## src/rtl/l2_set_writeback_if.sv

```systemverilog
// Memory write port of the L2 set write-back sequencer: one way or the
// eviction pointer per accepted beat, back-pressured by mem_ready.
interface l2_set_writeback_if #(
  parameter int WAYS       = 8,
  parameter int WAY_BITS   = $clog2(WAYS),
  parameter int SET_BITS   = 8,
  parameter int LINE_BITS  = 128,
  parameter int TAG_BITS   = 16,
  parameter int HPROT_BITS = 1,
  parameter int STATE_BITS = 3
);
  // Handshake: a beat transfers on every rising edge where (wr_en | wr_en_evict_way)
  // and mem_ready are both high; until then the request and its data stay stable.
  logic                  wr_en;
  logic [WAY_BITS-1:0]   wr_way;
  logic [SET_BITS-1:0]   wr_set;
  logic [LINE_BITS-1:0]  wr_data_line;
  logic [TAG_BITS-1:0]   wr_data_tag;
  logic [HPROT_BITS-1:0] wr_data_hprot;
  logic [STATE_BITS-1:0] wr_data_state;
  logic                  wr_en_evict_way;
  logic [WAY_BITS-1:0]   wr_data_evict_way;
  logic                  mem_ready;

  modport master (
    output wr_en, wr_way, wr_set, wr_data_line, wr_data_tag, wr_data_hprot,
           wr_data_state, wr_en_evict_way, wr_data_evict_way,
    input  mem_ready
  );

  modport slave (
    input  wr_en, wr_way, wr_set, wr_data_line, wr_data_tag, wr_data_hprot,
           wr_data_state, wr_en_evict_way, wr_data_evict_way,
    output mem_ready
  );
endinterface

```

## src/rtl/l2_set_writeback.sv

```systemverilog
// Writes modified L2 set-buffer ways and the eviction pointer back to memory.
// Optional feature macro: L2_SET_WB_DIRTY_ONLY_EN (write only dirty ways).
module l2_set_writeback #(
  parameter int WAYS       = 8,
  parameter int WAY_BITS   = $clog2(WAYS),
  parameter int SET_BITS   = 8,
  parameter int LINE_BITS  = 128,
  parameter int TAG_BITS   = 16,
  parameter int HPROT_BITS = 1,
  parameter int STATE_BITS = 3
) (
  input  logic                  clk,
  input  logic                  rst,
  input  logic                  i_rd_mem_en,
  input  logic                  i_look,
  input  logic                  i_wr_en_lines_buf,
  input  logic                  i_wr_en_tags_buf,
  input  logic                  i_wr_en_states_buf,
  input  logic                  i_wr_en_hprots_buf,
  input  logic [WAY_BITS-1:0]   i_way,
  input  logic                  i_evict_way_dirty,
  input  logic                  i_start,
  input  logic [SET_BITS-1:0]   i_set,
  input  logic [LINE_BITS-1:0]  i_lines_buf  [WAYS],
  input  logic [TAG_BITS-1:0]   i_tags_buf   [WAYS],
  input  logic [HPROT_BITS-1:0] i_hprots_buf [WAYS],
  input  logic [STATE_BITS-1:0] i_states_buf [WAYS],
  input  logic [WAY_BITS-1:0]   i_evict_way_buf,
  l2_set_writeback_if.master    mem,
  output logic                  o_busy,
  output logic                  o_done,
  output logic [1:0]            o_state,
  output logic [WAYS-1:0]       o_dirty_mask,
  output logic                  o_evict_dirty
);
  typedef enum logic [1:0] {S_IDLE, S_WRITE, S_EVICT, S_DONE} state_t;

  state_t              r_state, w_next;
  logic [WAYS-1:0]     r_mask, r_snap, w_mask_nxt, w_snap_sel, w_low_onehot, w_snap_rest;
  logic                r_ev_flag, r_ev_pend, w_ev_flag_nxt;
  logic [SET_BITS-1:0] r_set;
  logic [WAY_BITS-1:0] w_low_way;
  logic                w_wr_en, w_wr_ev, w_done, w_beat, w_ev_acc, w_mark, w_load;

  assign w_mark = i_wr_en_lines_buf | i_wr_en_tags_buf | i_wr_en_states_buf | i_wr_en_hprots_buf;
  assign w_load = i_rd_mem_en & i_look;

`ifdef L2_SET_WB_DIRTY_ONLY_EN
  assign w_snap_sel = r_mask;
`else
  assign w_snap_sel = '1;
`endif

  // Lowest pending snapshot bit selects the way currently being written.
  always_comb begin
    w_low_way = '0;
    for (int i = WAYS - 1; i >= 0; i--) begin
      if (r_snap[i]) w_low_way = WAY_BITS'(i);
    end
  end

  assign w_low_onehot = WAYS'(1) << w_low_way;
  assign w_snap_rest  = r_snap & ~w_low_onehot;

  always_comb begin
    w_next   = r_state;
    w_wr_en  = 1'b0;
    w_wr_ev  = 1'b0;
    w_done   = 1'b0;
    w_beat   = 1'b0;
    w_ev_acc = 1'b0;
    case (r_state)
      S_IDLE: begin
        if (i_start) begin
          if (w_snap_sel != '0)  w_next = S_WRITE;
          else if (r_ev_flag)    w_next = S_EVICT;
          else                   w_next = S_DONE;
        end
      end
      S_WRITE: begin
        w_wr_en = 1'b1;
        if (mem.mem_ready) begin
          w_beat = 1'b1;
          if (w_snap_rest == '0) w_next = r_ev_pend ? S_EVICT : S_DONE;
        end
      end
      S_EVICT: begin
        w_wr_ev = 1'b1;
        if (mem.mem_ready) begin
          w_ev_acc = 1'b1;
          w_next   = S_DONE;
        end
      end
      S_DONE: begin
        w_done = 1'b1;
        w_next = S_IDLE;
      end
      default: w_next = S_IDLE;
    endcase
  end

  // Clears are applied before marks so a same-cycle re-mark survives.
  always_comb begin
    w_mask_nxt    = r_mask;
    w_ev_flag_nxt = r_ev_flag;
    if (w_load) begin
      w_mask_nxt    = '0;
      w_ev_flag_nxt = 1'b0;
    end
    if (w_beat)            w_mask_nxt    = w_mask_nxt & ~w_low_onehot;
    if (w_ev_acc)          w_ev_flag_nxt = 1'b0;
    if (w_mark)            w_mask_nxt    = w_mask_nxt | (WAYS'(1) << i_way);
    if (i_evict_way_dirty) w_ev_flag_nxt = 1'b1;
  end

  always_ff @(posedge clk) begin
    if (!rst) begin
      r_state   <= S_IDLE;
      r_mask    <= '0;
      r_ev_flag <= 1'b0;
      r_snap    <= '0;
      r_ev_pend <= 1'b0;
      r_set     <= '0;
    end else begin
      r_state   <= w_next;
      r_mask    <= w_mask_nxt;
      r_ev_flag <= w_ev_flag_nxt;
      if (r_state == S_IDLE && i_start) begin
        r_snap    <= w_snap_sel;
        r_ev_pend <= r_ev_flag;
        r_set     <= i_set;
      end else if (w_beat) begin
        r_snap <= w_snap_rest;
      end
    end
  end

  assign mem.wr_en             = w_wr_en;
  assign mem.wr_way            = w_wr_en ? w_low_way : '0;
  assign mem.wr_set            = r_set;
  assign mem.wr_data_line      = w_wr_en ? i_lines_buf[w_low_way]  : '0;
  assign mem.wr_data_tag       = w_wr_en ? i_tags_buf[w_low_way]   : '0;
  assign mem.wr_data_hprot     = w_wr_en ? i_hprots_buf[w_low_way] : '0;
  assign mem.wr_data_state     = w_wr_en ? i_states_buf[w_low_way] : '0;
  assign mem.wr_en_evict_way   = w_wr_ev;
  assign mem.wr_data_evict_way = w_wr_ev ? i_evict_way_buf : '0;

  assign o_busy        = (r_state != S_IDLE);
  assign o_done        = w_done;
  assign o_state       = r_state;
  assign o_dirty_mask  = r_mask;
  assign o_evict_dirty = r_ev_flag;
endmodule

```

## src/flat_wrapper.sv

```systemverilog
// flat-port wrapper written by rule: the top's interface ports become plain ports
module l2_set_writeback_flat 
#(
  parameter int WAYS       = 8,
  parameter int WAY_BITS   = $clog2(WAYS),
  parameter int SET_BITS   = 8,
  parameter int LINE_BITS  = 128,
  parameter int TAG_BITS   = 16,
  parameter int HPROT_BITS = 1,
  parameter int STATE_BITS = 3
)
  (clk, rst, i_rd_mem_en, i_look, i_wr_en_lines_buf, i_wr_en_tags_buf, i_wr_en_states_buf, i_wr_en_hprots_buf, i_way, i_evict_way_dirty, i_start, i_set, i_lines_buf, i_tags_buf, i_hprots_buf, i_states_buf, i_evict_way_buf, o_busy, o_done, o_state, o_dirty_mask, o_evict_dirty, mem_wr_en, mem_wr_way, mem_wr_set, mem_wr_data_line, mem_wr_data_tag, mem_wr_data_hprot, mem_wr_data_state, mem_wr_en_evict_way, mem_wr_data_evict_way, mem_mem_ready);
  l2_set_writeback_if #(.WAYS(WAYS), .WAY_BITS(WAY_BITS), .SET_BITS(SET_BITS), .LINE_BITS(LINE_BITS), .TAG_BITS(TAG_BITS), .HPROT_BITS(HPROT_BITS), .STATE_BITS(STATE_BITS)) mem_i ();
  input  logic clk;
  input  logic rst;
  input  logic i_rd_mem_en;
  input  logic i_look;
  input  logic i_wr_en_lines_buf;
  input  logic i_wr_en_tags_buf;
  input  logic i_wr_en_states_buf;
  input  logic i_wr_en_hprots_buf;
  input  logic [WAY_BITS-1:0] i_way;
  input  logic i_evict_way_dirty;
  input  logic i_start;
  input  logic [SET_BITS-1:0] i_set;
  input  logic [LINE_BITS-1:0] i_lines_buf[WAYS];
  input  logic [TAG_BITS-1:0] i_tags_buf[WAYS];
  input  logic [HPROT_BITS-1:0] i_hprots_buf[WAYS];
  input  logic [STATE_BITS-1:0] i_states_buf[WAYS];
  input  logic [WAY_BITS-1:0] i_evict_way_buf;
  output logic o_busy;
  output logic o_done;
  output logic [1:0] o_state;
  output logic [WAYS-1:0] o_dirty_mask;
  output logic o_evict_dirty;
  output wire logic [$bits(mem_i.wr_en)-1:0] mem_wr_en;
  output wire logic [$bits(mem_i.wr_way)-1:0] mem_wr_way;
  output wire logic [$bits(mem_i.wr_set)-1:0] mem_wr_set;
  output wire logic [$bits(mem_i.wr_data_line)-1:0] mem_wr_data_line;
  output wire logic [$bits(mem_i.wr_data_tag)-1:0] mem_wr_data_tag;
  output wire logic [$bits(mem_i.wr_data_hprot)-1:0] mem_wr_data_hprot;
  output wire logic [$bits(mem_i.wr_data_state)-1:0] mem_wr_data_state;
  output wire logic [$bits(mem_i.wr_en_evict_way)-1:0] mem_wr_en_evict_way;
  output wire logic [$bits(mem_i.wr_data_evict_way)-1:0] mem_wr_data_evict_way;
  input wire logic [$bits(mem_i.mem_ready)-1:0] mem_mem_ready;
  assign mem_wr_en = mem_i.wr_en;
  assign mem_wr_way = mem_i.wr_way;
  assign mem_wr_set = mem_i.wr_set;
  assign mem_wr_data_line = mem_i.wr_data_line;
  assign mem_wr_data_tag = mem_i.wr_data_tag;
  assign mem_wr_data_hprot = mem_i.wr_data_hprot;
  assign mem_wr_data_state = mem_i.wr_data_state;
  assign mem_wr_en_evict_way = mem_i.wr_en_evict_way;
  assign mem_wr_data_evict_way = mem_i.wr_data_evict_way;
  assign mem_i.mem_ready = mem_mem_ready;
  l2_set_writeback #(.WAYS(WAYS), .WAY_BITS(WAY_BITS), .SET_BITS(SET_BITS), .LINE_BITS(LINE_BITS), .TAG_BITS(TAG_BITS), .HPROT_BITS(HPROT_BITS), .STATE_BITS(STATE_BITS)) u_core (.clk(clk), .rst(rst), .i_rd_mem_en(i_rd_mem_en), .i_look(i_look), .i_wr_en_lines_buf(i_wr_en_lines_buf), .i_wr_en_tags_buf(i_wr_en_tags_buf), .i_wr_en_states_buf(i_wr_en_states_buf), .i_wr_en_hprots_buf(i_wr_en_hprots_buf), .i_way(i_way), .i_evict_way_dirty(i_evict_way_dirty), .i_start(i_start), .i_set(i_set), .i_lines_buf(i_lines_buf), .i_tags_buf(i_tags_buf), .i_hprots_buf(i_hprots_buf), .i_states_buf(i_states_buf), .i_evict_way_buf(i_evict_way_buf), .mem(mem_i), .o_busy(o_busy), .o_done(o_done), .o_state(o_state), .o_dirty_mask(o_dirty_mask), .o_evict_dirty(o_evict_dirty));
endmodule
```

## config.mk

```make
export PLATFORM = sky130hd
export DESIGN_NAME = l2_set_writeback_flat
export DESIGN_NICKNAME = d
export VERILOG_FILES = /design/src/rtl/l2_set_writeback_if.sv /design/src/rtl/l2_set_writeback.sv /design/src/flat_wrapper.sv
export SDC_FILE = /design/constraint.sdc
export NUM_CORES = 1
export LEC_CHECK = 0
export ABC_CLOCK_PERIOD_IN_PS = 3700
export BUFFER_PORTS_ARGS = -buffer_cell sky130_fd_sc_hd__buf_4
export CORE_AREA = 2 2 534 536
export CTS_CLUSTER_DIAMETER = 150
export DETAILED_ROUTE_END_ITERATION = 10
export DIE_AREA = 0 0 536 538
export PLACE_DENSITY = 0.3
export SLEW_MARGIN = 10
export SYNTH_ARGS = -nofsm -noshare
export SYNTH_HDL_FRONTEND = slang
export SYNTH_SLANG_ARGS = --single-unit
```

## constraint.sdc

```tcl
create_clock -name clk -period 3.7 [get_ports clk]
set_clock_uncertainty 0.2 [all_clocks]
set_input_delay 0.74 -clock clk [delete_from_list [all_inputs] [get_ports clk]]
set_output_delay 0.74 -clock clk [all_outputs]
set_load 0.03 [all_outputs]
```

Word-level counts from Yosys, hierarchy flattened:

Cells that the tools add are included.
Widths: inputs -> output; s select.

* output and inout port bits: 177
* register bits after elaboration: 28
* input bits: 1209

* reductions and logical operators: 7
* bitwise logic cells: 9
* $lt $le $gt $ge: 1
* multiplexer cells: 46
* shifts and indexed selects: 2
* equality and inequality tests: 7

Operators with widths (number)
* $bmux 128 s3: 1
* $mux 128: 3
* $bmux 16 s3: 1
* $mux 16: 3
* $mux 8: 5
* $mux 3: 13
* $and 8x8->8: 2
* $shl 1x3->8 const A: 2
* $mux 1: 13
* $bmux 3 s3: 1
* $logic_not 8->1: 1
* $mux 2: 4
* $not 8->8: 1
* $or 8x8->8: 1
* $pmux 2 s4: 1
* $ne 2x2->1 const B: 3
* $eq 2x2->1 const B: 2
* $ge 4x4->1 const B: 1
* $not 3->4: 1
* $reduce_and 4->1: 1
* $reduce_bool 2->1: 2
* $bmux 1 s3: 1
* $or 1x1->1: 3
* $reduce_bool 3->1: 1
* other kinds (5): 5

Logic depth before layout (Yosys ltp):

* depth after elaboration: 15
* gate-level depth with buffers: 10
* mapped depth without buffers: 8

Least setup slack after synthesis:

OpenSTA, ideal clock, no wires.

* path type: register -> output
* from: reg u_core.r_state[0] (netlist: u_core.o_state[0])
* to: out mem_wr_data_line[104]
* data required time: 2.760 ns
* stages on the path, launching flop included: 10
* path slack: 0.244 ns
* path buffers: 2
* arrival time: 2.516 ns
* path through: dfxtp_1 ha_1 clkbuf_1 inv_1 nor3_2 buf_2 o21ai_0 a31oi_1 o21ai_0 nand2_1

* longest elaborated chain between the ends: 3

RTL lines
* start, declared: line l2_set_writeback.sv:38 `state_t r_state, w_next;`
* start signal, assigned: line l2_set_writeback.sv:125 `r_state <= w_next;`
* $eq 2x1->1: line l2_set_writeback.sv:72 `case (r_state)`
* $mux 1: line l2_set_writeback.sv:72
* via mem_wr_en: line flat_wrapper.sv:36 `output wire logic [$bits(mem_i.wr_en)-1:0] mem_wr_en;`
* $mux 128: line l2_set_writeback.sv:141 `assign mem.wr_data_line = w_wr_en ? i_lines_buf[w_low_way] : '0;`
* end, declared: line flat_wrapper.sv:39 `output wire logic [$bits(mem_i.wr_data_line)-1:0] mem_wr_data_line;`

The timed path passes the listed nets, and every way through them passes these cells.

Final worst setup path:

* from: reg u_core.r_snap[3]
* to: out mem_wr_data_state[1]

* longest elaborated chain between the ends: 9

RTL lines
* start, declared: line l2_set_writeback.sv:39 `logic [WAYS-1:0] r_mask, r_snap, w_mask_nxt, w_snap_sel, w_low_onehot, w_snap_rest;`
* start signal, assigned: line l2_set_writeback.sv:129 `r_snap <= w_snap_sel;`
* start signal, assigned: line l2_set_writeback.sv:133 `r_snap <= w_snap_rest;`
* $mux 3 (4 in a row): line l2_set_writeback.sv:58 `if (r_snap[i]) w_low_way = WAY_BITS'(i);`
* $not 3->4 (not written as such): line l2_set_writeback.sv:144 `assign mem.wr_data_state = w_wr_en ? i_states_buf[w_low_way] : '0;`
* $bmux 3 s3: line l2_set_writeback.sv:144
* $mux 3 (not written as such) (2 in a row): line l2_set_writeback.sv:144
* $mux 3: line l2_set_writeback.sv:144
* end, declared: line flat_wrapper.sv:42 `output wire logic [$bits(mem_i.wr_data_state)-1:0] mem_wr_data_state;`

No other way between the ends. The select of a mux whose other input is x is not followed.

==> results.sh <==
export IMPL_final_max_slew_violation_count=0
export IMPL_grt_pass1_vias=23804
export IMPL_post_drt_via_cell_ratio=3.280
export IMPL_htree_levels=1
export IMPL_final_design_instance_area_without_fill_um2=33330
export IMPL_finalSetupTns_ps=-4071
export IMPL_pin_count=1386
export IMPL_clk_transition_reported_paths_ps=80
export IMPL_grt_first_pass_wirelength_mm=296.8
export IMPL_most_common_flop_cell_mapped_by_yosys="sky130_fd_sc_hd__dfxtp_1"
export IMPL_drv_max_cap_violation_count=0
export IMPL_synth_sequential_area_ratio_pct=5.549
export IMPL_fmaxAchievable_ghz=0.2569
export IMPL_synth_top_area_share_pct=23.04
export IMPL_hold_viol=0
export IMPL_number_of_antenna_violations_at_the_first_check_in_global_routing=166
export IMPL_drt_antenna_violating_nets=0
export IMPL_use_met1_pct=18.57
export IMPL_grt_start_max_net_pins=110
export IMPL_drc=0
export IMPL_routed_wire_length_per_instance_um=35.11
export IMPL_placed_cell_area_um2=26550
export IMPL_static_leakage_power_nw=13.54
export IMPL_critical_path_endpoint_type="output pin"
export IMPL_yosys_cell_count_top_type="sky130_fd_sc_hd__nand2_1"
export IMPL_outcome="complete, but fails checks"
export IMPL_numCtsBuffers=3
export IMPL_rrSetupSlack_ps=780
export IMPL_synthArstFlopShare_pct=0
export IMPL_worstHoldPathType="reg2reg"
export IMPL_grt_overflow_total=0
export IMPL_gp_routability_congestion=0.9126
export IMPL_final_fill_count=33094
export IMPL_synth_seq_cells=28
export IMPL_netlist_area_before_placement_um2=10100
export IMPL_detail_route_wirelength_mm=252.5
export IMPL_mapped_nets=2995
export IMPL_cts_sinks=28
export IMPL_cp_arrival_ps=2950
export IMPL_initial_core_util_pct=3.566
export IMPL_crit_type="reg2out"
export IMPL_cp_max_fo=5
export IMPL_synth_cells=1781
export IMPL_synthToLayoutAreaGrowth_pct=229.9
export IMPL_hold_worst_slack_ps=268.0
export IMPL_synth_top_cells_by_count="620 x sky130_fd_sc_hd__nand2_1, 234 x sky130_fd_sc_hd__o22ai_1, 213 x sky130_fd_sc_hd__a311o_1"
export IMPL_tritoncts_clock_tree="yes"
export IMPL_multi_input_area_um2=10810
export IMPL_floorplan_core_area_um2=283200
export IMPL_ff_latch_area_um2=578.1
export IMPL_slew_headroom_pct=15.79
export IMPL_final_period_minus_worst_setup_slack_ps=3892
export IMPL_clk_root_buf="sky130_fd_sc_hd__clkbuf_16"
export IMPL_chipWidth_um=536
export IMPL_r2r_cells=9
export IMPL_timing_hold_worst_path_depth=2
export IMPL_drt_pass1_iter_count=6
export IMPL_setup_violations_final=72
export IMPL_post_synth_edffs=0
export IMPL_most_utilized_layer_in_the_global_route_result="met2"
export IMPL_io_buffer_count=1385
export IMPL_worstSkewPairLatency_ps=290
export IMPL_grt_total_usage_pct=16.26
export IMPL_peakVddDrop_uv=360.8
export IMPL_pwr_density_cell_nw_per_um2=846.1
export IMPL_yosysUniqueCellTypes=42
export IMPL_worst_setup_margin_ps=-192.2
export IMPL_drt_iter0_markers=1573
export IMPL_die_area_um2=288400
export IMPL_place_detailed_hpwl_mm=203.6
export IMPL_ys_warn_count=0
export IMPL_place_ws_ps=-565.9
export IMPL_grt_use_met2_pct=28.08
export IMPL_fin_crit_sh_pct=105.2
export IMPL_clockBufferDepth=2
export IMPL_critical_path_rt_ps=2760
export IMPL_setup_worst_path_start_class="register"
export IMPL_num_nets_final=4587
export IMPL_floorplan_rows=196
export IMPL_failing_checks="negative setup slack"
export IMPL_vertical_die_dimension_um=538
export IMPL_met3_usage_pct=6.118
export IMPL_timing_worst_slew_pin_value_ps=1263
export IMPL_synthTopCellsByArea="sky130_fd_sc_hd__nand2_1 23%, sky130_fd_sc_hd__a311o_1 21%, sky130_fd_sc_hd__o22ai_1 14%"
export IMPL_num_vias=23589
export IMPL_post_route_cells_drive_above_1_share_pct=64.74
export IMPL_avgSynthCellArea_um2=5.671
export IMPL_post_synth_top_area_cell="sky130_fd_sc_hd__nand2_1"
export IMPL_rsz0062_at_grt="yes"
-- worst max-delay path, cell delays in order, from the launching register on --
cell                      delay [ps]
sky130_fd_sc_hd__dfxtp_4         370
sky130_fd_sc_hd__buf_4           140
sky130_fd_sc_hd__buf_4           130
sky130_fd_sc_hd__nor3_2          180
sky130_fd_sc_hd__o21ai_4         100
sky130_fd_sc_hd__buf_12          150
sky130_fd_sc_hd__buf_16          170
sky130_fd_sc_hd__buf_4           140
sky130_fd_sc_hd__o22ai_2         520
sky130_fd_sc_hd__a311o_1         390
sky130_fd_sc_hd__a21oi_4         160
sky130_fd_sc_hd__buf_6           170
-- per-stage QoR --
| stage | utilization, % | total power, mW | cells |
|---|---|---|---|
| CTS | 11.10 | 26.96 | 7082 |
| global route | 11.74 | 29.41 | 7158 |
| global placement | 9.371 | 19.84 | 6914 |
| detailed placement | 9.374 | 19.73 | 6915 |
| floorplan | - | 8.293 | 1781 |
| finish | 11.77 | 28.20 | 7191 |
-- cell type report --
cell class | instances | area share (%)
Antenna cell | 57 | 0.4280
Clock buffer | 4 | 0.2666
Inverter | 13 | 0.1689
Multi-Input combinational cell | 1528 | 32.43
Sequential cell | 28 | 1.734
Tap cell | 3762 | 14.12
Timing Repair Buffer | 1799 | 50.85
-- cells in the final DEF (no fill, tap or decap), types with 6 or more instances in the layout --
master / count
sky130_fd_sc_hd__buf_12: 96
sky130_fd_sc_hd__nand2_2: 51
sky130_fd_sc_hd__a22oi_2: 7
sky130_fd_sc_hd__a311o_2: 48
sky130_fd_sc_hd__inv_1: 12
sky130_fd_sc_hd__a21boi_0: 21
sky130_fd_sc_hd__a221o_1: 7
sky130_fd_sc_hd__a21oi_1: 36
sky130_fd_sc_hd__diode_2: 57
sky130_fd_sc_hd__o21ai_1: 38
sky130_fd_sc_hd__dfxtp_1: 22
sky130_fd_sc_hd__o211ai_1: 7
sky130_fd_sc_hd__o21ai_2: 21
sky130_fd_sc_hd__buf_16: 56
sky130_fd_sc_hd__buf_6: 138
sky130_fd_sc_hd__o22ai_1: 154
sky130_fd_sc_hd__buf_4: 1454
sky130_fd_sc_hd__o22ai_2: 49
sky130_fd_sc_hd__nand2_4: 19
sky130_fd_sc_hd__nand2_1: 549
sky130_fd_sc_hd__a21oi_2: 58
sky130_fd_sc_hd__o22ai_4: 31
sky130_fd_sc_hd__o21ai_4: 13
sky130_fd_sc_hd__clkbuf_16: 13
sky130_fd_sc_hd__nor2_1: 15
sky130_fd_sc_hd__buf_8: 40
sky130_fd_sc_hd__a311o_1: 165
sky130_fd_sc_hd__nor3_1: 9
sky130_fd_sc_hd__a31oi_2: 27
sky130_fd_sc_hd__a31oi_1: 33
sky130_fd_sc_hd__a22oi_1: 27
sky130_fd_sc_hd__a21oi_4: 19
sky130_fd_sc_hd__o21ai_0: 54
sky130_fd_sc_hd__a31oi_4: 9
sky130_fd_sc_hd__nor2b_1: 6
-- metal layers --
layer,share of wire [%],wire [µm],vias to the layer above
met5,0.30,765,-
met4,3.8,9565,98
met3,9.9,25070,374
met2,48,120400,1456
met1,38,96640,11513
li1,-,-,10148
-- cells by family after synthesis --
group,share of synthesized area [%]
compound gates,58.37
simple gates,26.48
buf+inv,8.981
flops,5.549
fa+ha+maj,0.6193
-- registers in the layout, summed over array words and instances, names as in the netlist --
signal	flops
u_core.o_evict_dirty	1
u_core.o_state	2
u_core.o_dirty_mask	8
u_core.r_ev_pend	1
u_core.mem.wr_set	8
u_core.r_snap	8
-- report_power, final --
| group | total [mW] | internal, mW | switching (mW) |
|---|---|---|---|
| logic | 27.5 | 11.3 | 16.2 |
| registers | 0.417 | 0.364 | 0.0538 |
| clock network | 0.299 | 0.167 | 0.132 |
| total | 28.2 | 11.8 | 16.4 |
-- timing repair --
action	4_1_cts	5_1_grt
gates resized for setup	580	334
endpoints found under the setup margin	147	146
buffers inserted	133	59
cloned	44	13
hold buffers	0	0
pin swaps	153	177
-- final timing paths --
path / endpoint / startpoint
worst max-delay path: mem_wr_data_state[1] / u_core.r_snap[3]
worst min-delay path: u_core.mem.wr_set[4] / u_core.mem.wr_set[4]
worst max register to register: u_core.o_dirty_mask[4] / u_core.r_snap[3]
worst min register to register: u_core.mem.wr_set[4] / u_core.mem.wr_set[4]
(Power assumes the default switching activity.)
